### config.mk
export PLATFORM = sky130hd
export DESIGN_NAME = bcd_product_conv
export DESIGN_NICKNAME = d
export VERILOG_FILES = /design/src/rtl/bcd_product_conv.sv
export SDC_FILE = /design/constraint.sdc
export NUM_CORES = 1
export LEC_CHECK = 0
export CAP_MARGIN = 15
export CELL_PAD_IN_SITES_DETAIL_PLACEMENT = 0
export CELL_PAD_IN_SITES_GLOBAL_PLACEMENT = 1
export CORE_AREA = 2 2 74 76
export DETAILED_ROUTE_END_ITERATION = 12
export DIE_AREA = 0 0 76 78
export PLACE_DENSITY_LB_ADDON = 0.1
export SLEW_MARGIN = 30
export SYNTH_ARGS = -nofsm -noshare
export SYNTH_HDL_FRONTEND = slang
export SYNTH_SLANG_ARGS = --single-unit
### constraint.sdc
create_clock -name clk -period 1.5 [get_ports clk]
set_input_delay 0.225 -clock clk [delete_from_list [all_inputs] [get_ports clk]]
set_output_delay 0.225 -clock clk [all_outputs]
set_load 0.02 [all_outputs]
### src/rtl/bcd_product_conv.sv
// bcd_product_conv: sequential double-dabble conversion of an 8-bit product to three BCD digits
module bcd_product_conv (
  input  logic       clk,
  input  logic       reset,
  input  logic       start,
  input  logic [7:0] bin,
  output logic       busy,
  output logic       done,
  output logic [3:0] hund,
  output logic [3:0] tens,
  output logic [3:0] ones,
  output logic       range_err
);
  typedef enum logic [1:0] {IDLE, SHIFT, DONE} state_t;
  state_t state, state_nx;
  logic [19:0] sr, adj, sh;
  logic [2:0] cnt;
  logic flag, load;
  always_comb begin
    adj = sr;
    adj[19:16] = sr[19:16] >= 4'd5 ? sr[19:16] + 4'd3 : sr[19:16];
    adj[15:12] = sr[15:12] >= 4'd5 ? sr[15:12] + 4'd3 : sr[15:12];
    adj[11:8] = sr[11:8] >= 4'd5 ? sr[11:8] + 4'd3 : sr[11:8];
    sh = adj << 1;
    load = state != SHIFT && start;
    state_nx = state == SHIFT ? (cnt == 3'd7 ? DONE : SHIFT) : (start ? SHIFT : IDLE);
  end
  assign busy = state == SHIFT;
  assign done = state == DONE;
  always_ff @(posedge clk or posedge reset) begin
    if (reset) begin
      state <= IDLE;
      sr <= '0;
      cnt <= '0;
      flag <= 1'b0;
      hund <= '0;
      tens <= '0;
      ones <= '0;
      range_err <= 1'b0;
    end else begin
      state <= state_nx;
      if (load) begin
        sr <= {12'd0, bin};
        cnt <= '0;
        flag <= bin > 8'd81;
      end else if (state == SHIFT) begin
        sr <= sh;
        cnt <= cnt + 3'd1;
        // the final shift's result goes straight to the outputs in one write
        if (cnt == 3'd7) begin
          hund <= sh[19:16];
          tens <= sh[15:12];
          ones <= sh[11:8];
          range_err <= flag;
        end
      end
    end
  end
endmodule

; Word level (Yosys, flattened, before mapping)
; Cells that the tools add are included.
[word_totals]
ff_bits = 39
inputBits = 11
wordCells = 34
output_inout_bits = 15
[op_classes]
addsub = 4
n_reduce_logical = 3
n_bitwise = 1
muxes = 10
n_eq_ne = 4
n_lt_le_gt_ge = 4
[op_table]
columns = operator, count
row1 = 20-bit two-way mux, 2
row2 = "4-bit by 3-bit greater-or-equal comparator with 1-bit output, second input constant", 3
row3 = 3-bit two-way mux, 3
row4 = "4-bit by 2-bit adder with 4-bit output, second input constant", 2
row5 = "8-bit by 7-bit greater-than comparator with 1-bit output, second input constant", 1
row6 = 4-bit two-way mux, 2
row7 = 2-bit two-way mux, 2
row8 = "3-bit by 1-bit adder with 3-bit output, second input constant", 1
row9 = "3-bit by 2-bit adder with 3-bit output, second input constant", 1
row10 = "3-bit == test, second input constant", 1
row11 = 3-bit AND reduction, 1
row12 = "2-bit by 1-bit == test with 1-bit output, second input constant", 1
row13 = "2-bit == test, second input constant", 1
row14 = "2-bit by 1-bit inequality test with 1-bit output, second input constant", 1
row15 = 2-bit nonzero test, 1
row16 = 1-bit logical AND, 1
row17 = 1-bit two-way mux, 1
row18 = 1-bit inverter, 1

; Logic depth before layout (Yosys ltp)
; Gate-level depths: netlist of the first run.
[depth]
word_depth = 4
depth_mapped = 6
ltp_nobuf = 6

; Worst setup path after synthesis of the first run
; Ideal clock, no wire load.
[synth_path]
path_type = register -> register
start = reg sr[8]
end = reg ones[2]
setup_slack_ns = 0.054
path_stages_with_launch = 7
required_time_ns = 1.426
period_less_slack_ns = 1.446
path_buffers = 0
arrival_time_ns = 1.372
cell_sequence = dfrtp_1 > inv_1 > ha_1 > nand2b_1 > a21oi_2 > mux2_4 > o21ai_2
[synth_between]
elab_chain_len = 2
word_cells_on_any_way = 3
cone_classes = add/sub (1) / order compare (1) / mux (1)
[synth_rtl]
columns = item, line
row1 = from (decl), 16  ; logic [19:0] sr, adj, sh;
row2 = from (signal assigned), 43  ; sr <= {12'd0, bin};
row3 = from (signal assigned), 47  ; sr <= sh;
row4 = 4-bit by 2-bit adder with 4-bit output / 4-bit by 3-bit greater-or-equal comparator with 1-bit output (equally long branches), 23  ; adj[11:8] = sr[11:8] >= 4'd5 ? sr[11:8] + 4'd3 : sr[11:8];
row5 = 4-bit two-way mux *, 23
row6 = to (signal assigned), 53  ; ones <= sh[11:8];
row7 = to (decl), 11  ; output logic [3:0] ones,
; Every way passes the cells marked *; elsewhere a longest branch is shown, timed or not.
; A chain may end at the register's enable or synchronous reset.

; Worst setup path after layout of the first run
[layout_path]
start = reg tens[1]
end = out tens[1]
[layout_rtl]
columns = item, line
row1 = from (decl), 10  ; output logic [3:0] tens,
row2 = from (signal assigned), 52  ; tens <= sh[15:12];
; No word-level cell between the ends.

==> results of run 1 <==
-- layout by cell type (no fill, tap or decap), drive strengths merged, types with 4 or more instances in the layout --
master         synthesis  final
a21oi                  7      7
ha                     8      8
nor2                   6      6
clkdlybuf4s50          0     12
o21ai                 32     32
dlymetal6s2s           0     10
mux2                   5      5
inv                    9      9
nand2                 25     25
nand3b                 5      5
nand2b                 4      4
or3                    5      5
clkbuf                 0      7
mux2i                  8      8
buf                    7     14
dfrtp                 39     39
-- final cells by class --
class	instances	share of cell area, %
clock inverter	1	0.297
clock buffer	7	3.82
inverter	9	1.54
tap	70	3.47
multi-input combinational	123	35.7
sequential	39	38.7
timing repair buffer	39	16.5
-- power groups by stage --
stage,registers [mW],logic (mW),clock network (mW)
after global placement,1.80,2.45,0
final,1.82,2.70,0.780
after CTS,1.81,2.55,0.806
after detailed placement,1.83,2.52,0
after global routing,1.89,2.99,0.859
after floorplan,1.96,1.47,0
-- cell families after synthesis --
logic type	after synthesis
and+or+nand+nor	54
AOI/OAI and AO/OA	45
DFF	39
buffers and inverters	16
muxes	13
adders and majority gates	8
xor gates and xnor gates	3
-- cell usage after synthesis, drive strengths merged --
cell / n / area (um2)
mux2: 5 / 75.1
nand3b: 5 / 37.5
ha: 8 / 100
nor3b: 2 / 15.0
nor2b: 1 / 6.26
or3: 5 / 31.3
nand2: 25 / 101
nor3: 3 / 15.0
xnor2: 3 / 26.3
nand2b: 4 / 32.5
o311ai: 1 / 8.76
or3b: 3 / 26.3
nor2: 6 / 22.5
o21ai: 32 / 175
a41oi: 1 / 8.76
mux2i: 8 / 80.1
o31ai: 1 / 7.51
inv: 9 / 38.8
a31oi: 3 / 18.8
buf: 7 / 43.8
dfrtp: 39 / 976
a21oi: 7 / 46.3
-- layer usage --
| layer | GRT usage (%) | vias to the layer above |
|---|---|---|
| li1 | - | 698 |
| met1 | 16.4 | 648 |
| met2 | 25.6 | 24 |
| met3 | 3.95 | 2 |
| met4 | 4.36 | 0 |
| met5 | 0 | - |
-- flip-flops by register name (all words and copies together), names as in the netlist --
name	cells
sr	20
state	2
range_err	1
cnt	3
hund	4
ones	4
tens	4
flag	1
-- what timing repair did --
item,4_1_cts,5_1_grt
pin swaps,2,2
gates resized for setup,4,25
hold endpoints to repair,0,0
setup endpoints to repair,7,23
buffers inserted,2,1
-- stage by stage --
| step | area [um2] | util [%] | hold WS (ps) | std cells | TNS (ps) |
|---|---|---|---|---|---|
| floorplan | 1890 | - | 381 | 178 | 0 |
| global placement | 2310 | 45.8 | 462 | 277 | 0 |
| detailed placement | 2310 | 45.8 | 472 | 277 | -61.7 |
| CTS | 2420 | 48.0 | 291 | 287 | 0 |
| global route | 2520 | 50.0 | 299 | 288 | -3.07 |
| finish | 2520 | 50.0 | 289 | 288 | 0 |
-- worst max-delay path by stage --
stage                                     end  slack (ps)  cells after the start
final                                 tens[1]          40                      1
after detailed placement  tens[2]$_DFFE_PP0P_         -30                      6
after global placement    hund[2]$_DFFE_PP0P_           7                      6
after global routing      tens[2]$_DFFE_PP0P_          -3                      5
after CTS                             ones[1]           4                      1
after floorplan           ones[2]$_DFFE_PP0P_          50                      6
==> run metrics, run 1 <==
Mean Syn Cell Area=10.6 um2; internal power=3.24 mW; Crit path arrival time=1230 ps; multi-input logic area=902 um2; Flop pwr share=34.3%; DRT Pass-1 Iters=4; Port-buffer cells=25; Design Power=5.29 mW; met1 wire length=1760 um; wire per inst=13.6 um; Sw Ratio=38.7%; CTS Buf Count=5; io pins=26; vias per cell=4.76; WL met3=154 um; WS Path Type=flop to primary output; Remaining DRCs=0; NetSw=2.05 mW; # nets final=236; VDD IR max=0.000757 V; Rows=26; routability cong.=0.707; Mapped Cells=178; via count of the first global-routing pass=1404; post-synth cell types=30; CP peak stage delay=600 ps; fmax=0.686 GHz; Antenna Cells=0; Fillers=456; Slew Viols, Final=0; maxcap violations=0; Buf/Inv on CP=1; mux contribution to synthesized area=8.20%; Clock Power Share=14.7%; uppermost routed layer=met4; CTS Sinks=39; XOR/XNOR Fraction of Synth Area=1.39%; Gate power share=51.0%; mapped cell area=1890 um2; R2R cell count=6; grt ovf=0; die width=76 um; initial antenna violation count=0; first-pass GRT wire length=6670 um; Rel. slew slack=79.6%; Longest Clk Path Bufs=2; Worst Setup SP=tens[1]$_DFFE_PP0P_; YS warnings=0; Final setup viols=0; root buffer cell=clkbuf_8; layout cells sized above 1=22.5%; Hold Buf Count CTS=0; Hold Fails Final Rpt=0; dpl ws=-29.0 ps; CTS H-tree depth=2; CP Capture Type=primary output; final setup margin=42.1 ps; Starting Density=37.5%; met2 wire len=1980 um; Synth-to-Final Area Change=33.3%; die height=78 um; Synth Area in Simple Gates=15.2%; slowest stage cell, crit path=clkdlybuf4s50_1; P per Cell Area=2100 nW/um2; slew at the pin closest to its max-slew limit=303 ps; Tcrit/Tclk final=97.2%; TritonCTS clock tree=done; initial DRC count=69; GR Util All Layers=14.2%; reg2reg end=tens[2]$_DFFE_PP0P_; Leak=1.21 nW; worst path cell trace=clkdlybuf4s50_1; CP max FO=2; pin count of the biggest net entering global routing=40; register area share after synthesis=51.6%; clk_skew=8.76 ps; worst reg2reg startpoint=sr[13]$_DFFE_PP0P_; Critical Path RT=1270 ps; status=complete, no violations; CP startpoint kind=flop; total die area=5930 um2; Routed Antenna Nets=0; Core Box Area=5040 um2; Yosys reg bits=39; worst min-delay path category=input pin to async pin; post-synthesis compound-gate area fraction=14.0%; Min Clock Period, post-route=1460 ps; Mapped Nets=197; area share of fa/ha/maj cells after synthesis=5.29%; Worst-Skew Late Latency=290 ps; Worst-path clk slew=80 ps; via count=1372; Post-Route WL=3920 um; largest family of logic cells by synthesized area=simple AND/OR/NAND/NOR gates; r2r setup slk=50 ps; cell class contributing the biggest share of worst-path delay=buffers and inverters; DP HPWL=2720 um; Seq. cell area=976 um2
Power figures use the tool's default switching activity.
==> run 2, diff against run 1 <==
--- a/config.mk
+++ b/config.mk
@@ -9,6 +9,7 @@
 export CELL_PAD_IN_SITES_DETAIL_PLACEMENT = 0
 export CELL_PAD_IN_SITES_GLOBAL_PLACEMENT = 1
 export CORE_AREA = 2 2 74 76
+export CTS_CLUSTER_SIZE = 25
 export DETAILED_ROUTE_END_ITERATION = 12
 export DIE_AREA = 0 0 76 78
 export PLACE_DENSITY_LB_ADDON = 0.1
==> results of run 2 <==
The final DEF is identical to that of run 1; final timing and power are the same.
==> run 3, diff against run 2 <==
--- a/config.mk
+++ b/config.mk
@@ -6,12 +6,12 @@
 export NUM_CORES = 1
 export LEC_CHECK = 0
 export CAP_MARGIN = 15
-export CELL_PAD_IN_SITES_DETAIL_PLACEMENT = 0
+export CELL_PAD_IN_SITES_DETAIL_PLACEMENT = 1
 export CELL_PAD_IN_SITES_GLOBAL_PLACEMENT = 1
-export CORE_AREA = 2 2 74 76
+export CORE_AREA = 10 10 82 84
 export CTS_CLUSTER_SIZE = 25
 export DETAILED_ROUTE_END_ITERATION = 12
-export DIE_AREA = 0 0 76 78
+export DIE_AREA = 0 0 92 94
 export PLACE_DENSITY_LB_ADDON = 0.1
 export SLEW_MARGIN = 30
 export SYNTH_ARGS = -nofsm -noshare
==> run 3 against run 2 <==
Critical path depth rose by 4. Wire length rose by 22%. Hold slack got worse by 2.1 ps. Sequential power barely moved. Fmax fell by 0.36%. Clock power rose by 3.3%. Clock skew fell by 3.3 ps. Cell area rose by 3.9%. Combinational power rose by 13%.
==> run metrics, run 3 (synthesis results as in run 1) <==
CTS Sinks=39; die height=94 um; CTS Buf Count=5; Fillers=579; Worst-Skew Late Latency=300 ps; Antenna Cells=0; status=complete, no violations; Synth-to-Final Area Change=38.5%; Sw Ratio=39.5%; worst reg2reg startpoint=sr[8]$_DFFE_PP0P_; WS Path Type=flop to flop; P per Cell Area=2170 nW/um2; NetSw=2.25 mW; Rel. slew slack=78.4%; io pins=26; grt ovf=0; Min Clock Period, post-route=1460 ps; Largest Register=sr; Worst Setup SP=sr[8]$_DFFE_PP0P_; CP startpoint kind=flop; Design Power=5.69 mW; Finished Cell Area=2620 um2; Gate power share=53.7%; Crit path arrival time=1690 ps; Flop pwr share=32.1%; most frequent cells in the layout=39 x dfrtp_1, 24 x nand2_1, 23 x buf_4; # nets final=248; Tcrit/Tclk final=97.5%; root buffer cell=clkbuf_8; Final setup viols=0; CP Capture Type=flop; Longest Clk Path Bufs=2; Leak=1.27 nW; GR Util All Layers=11.3%; r2r setup slk=40 ps; routability cong.=0.751; setup tns final=0 ps; via count=1486; DP HPWL=3300 um; Rows=26; Clock Power Share=14.2%; clk_skew=5.41 ps; internal power=3.44 mW; R2R cell count=5; Worst-path clk slew=80 ps; TritonCTS clock tree=done; die width=92 um; VDD IR max=0.000821 V; non-filler instance count after layout=300; Critical Path RT=1730 ps; CTS H-tree depth=2; Port-buffer cells=25; worst min-delay path category=input pin to async pin; commonest non-fill, non-tap cell in the layout=dfrtp_1; initial antenna violation count=0; placed inst area=2320 um2; maxcap violations=0; Slew Viols, Final=0; wire per inst=16.0 um; Post-Route WL=4790 um; reg2reg end=sr[10]$_DFFE_PP0P_; first-pass GRT wire length=8020 um; CP max FO=3; worst setup path endpoint=sr[10]$_DFFE_PP0P_; slew at the pin closest to its max-slew limit=320 ps; DRT Pass-1 Iters=4; Starting Density=37.3%; final setup margin=36.8 ps; Routed Antenna Nets=0; via count of the first global-routing pass=1652; dpl ws=-17.1 ps; pin count of the biggest net entering global routing=40; Cells after DPL=281; total die area=8650 um2; Remaining DRCs=0; layout cells sized above 1=27.8%; Core Box Area=5070 um2; max reg flops=20; fmax=0.683 GHz; vias per cell=4.95; initial DRC count=39; Hold Fails Final Rpt=0
## run 3: changes by cell type in the layout (fill, tap and decap cells not counted), sizes merged
cell	previous run	this run
clkdlybuf4s15	1	0
dlymetal6s2s	10	7
clkinvlp	1	0
dlygate4sd2	2	7
buf	14	25
clkdlybuf4s50	12	10
clkbuf	7	10
## run 3: critical path, stage by stage (launching register included)
cell and delay (ps):
dfrtp_1 410, ha_1 200, nand2b_4 150, a21oi_4 180, mux2_4 330, o21ai_2 110
## run 3: what timing repair did
action,CTS,global route
hold buffers,0,0
cloned,0,1
hold endpoints to repair,0,0
resized for setup,10,26
pin swaps,3,8
setup endpoints to repair,16,23
buffers inserted,3,7
## run 3: through the flow
step	hold WS (ps)	utilization, %
6_report	286	51.7
5_1_grt	322	51.7
4_1_cts	292	48.1
3_5_place_dp	473	45.8
3_3_place_gp	460	45.8
2_1_floorplan	381	-
## run 3: power by group through the flow
stage / sequential [mW] / clock (mW) / combinational, mW
floorplan: 1.96 / 0 / 1.47
global placement: 1.81 / 0 / 2.51
detailed placement: 1.84 / 0 / 2.64
CTS: 1.82 / 0.827 / 2.65
global route: 1.91 / 0.866 / 3.38
finish: 1.83 / 0.806 / 3.05
## run 3: worst min-delay path by stage
stage | from | cells past startpoint | to | slack [ps]
after global routing | reset | 3 | cnt[2]$_DFFE_PP0P_ | 320
after CTS | reset | 3 | state[0]$_DFF_PP0_ | 290
after global placement | ones[2]$_DFFE_PP0P_ | 2 | ones[2]$_DFFE_PP0P_ | 460
after floorplan | bin[0] | 2 | sr[0]$_DFFE_PP0P_ | 380
final | reset | 3 | sr[7]$_DFFE_PP0P_ | 290
after detailed placement | sr[4]$_DFFE_PP0P_ | 2 | sr[5]$_DFFE_PP0P_ | 470
## run 3: cell type report
cell class / instances / area [um2] / share of cell area, %
Sequential cell: 39 / 976 / 37.2
Timing Repair Buffer: 51 / 492 / 18.8
Clock buffer: 8 / 100 / 3.82
Tap cell: 70 / 87.6 / 3.34
Inverter: 9 / 38.8 / 1.48
Multi-Input combinational cell: 123 / 927 / 35.4
## run 3: per-layer routing
| layer | vias to the layer above | share of wire [%] | GRT usage, % |
|---|---|---|---|
| met3 | 5 | 4.8 | 4.24 |
| li1 | 716 | - | - |
| met5 | - | 0 | 0 |
| met1 | 744 | 43 | 12.1 |
| met2 | 21 | 51 | 20.1 |
| met4 | 0 | 1.3 | 3.86 |
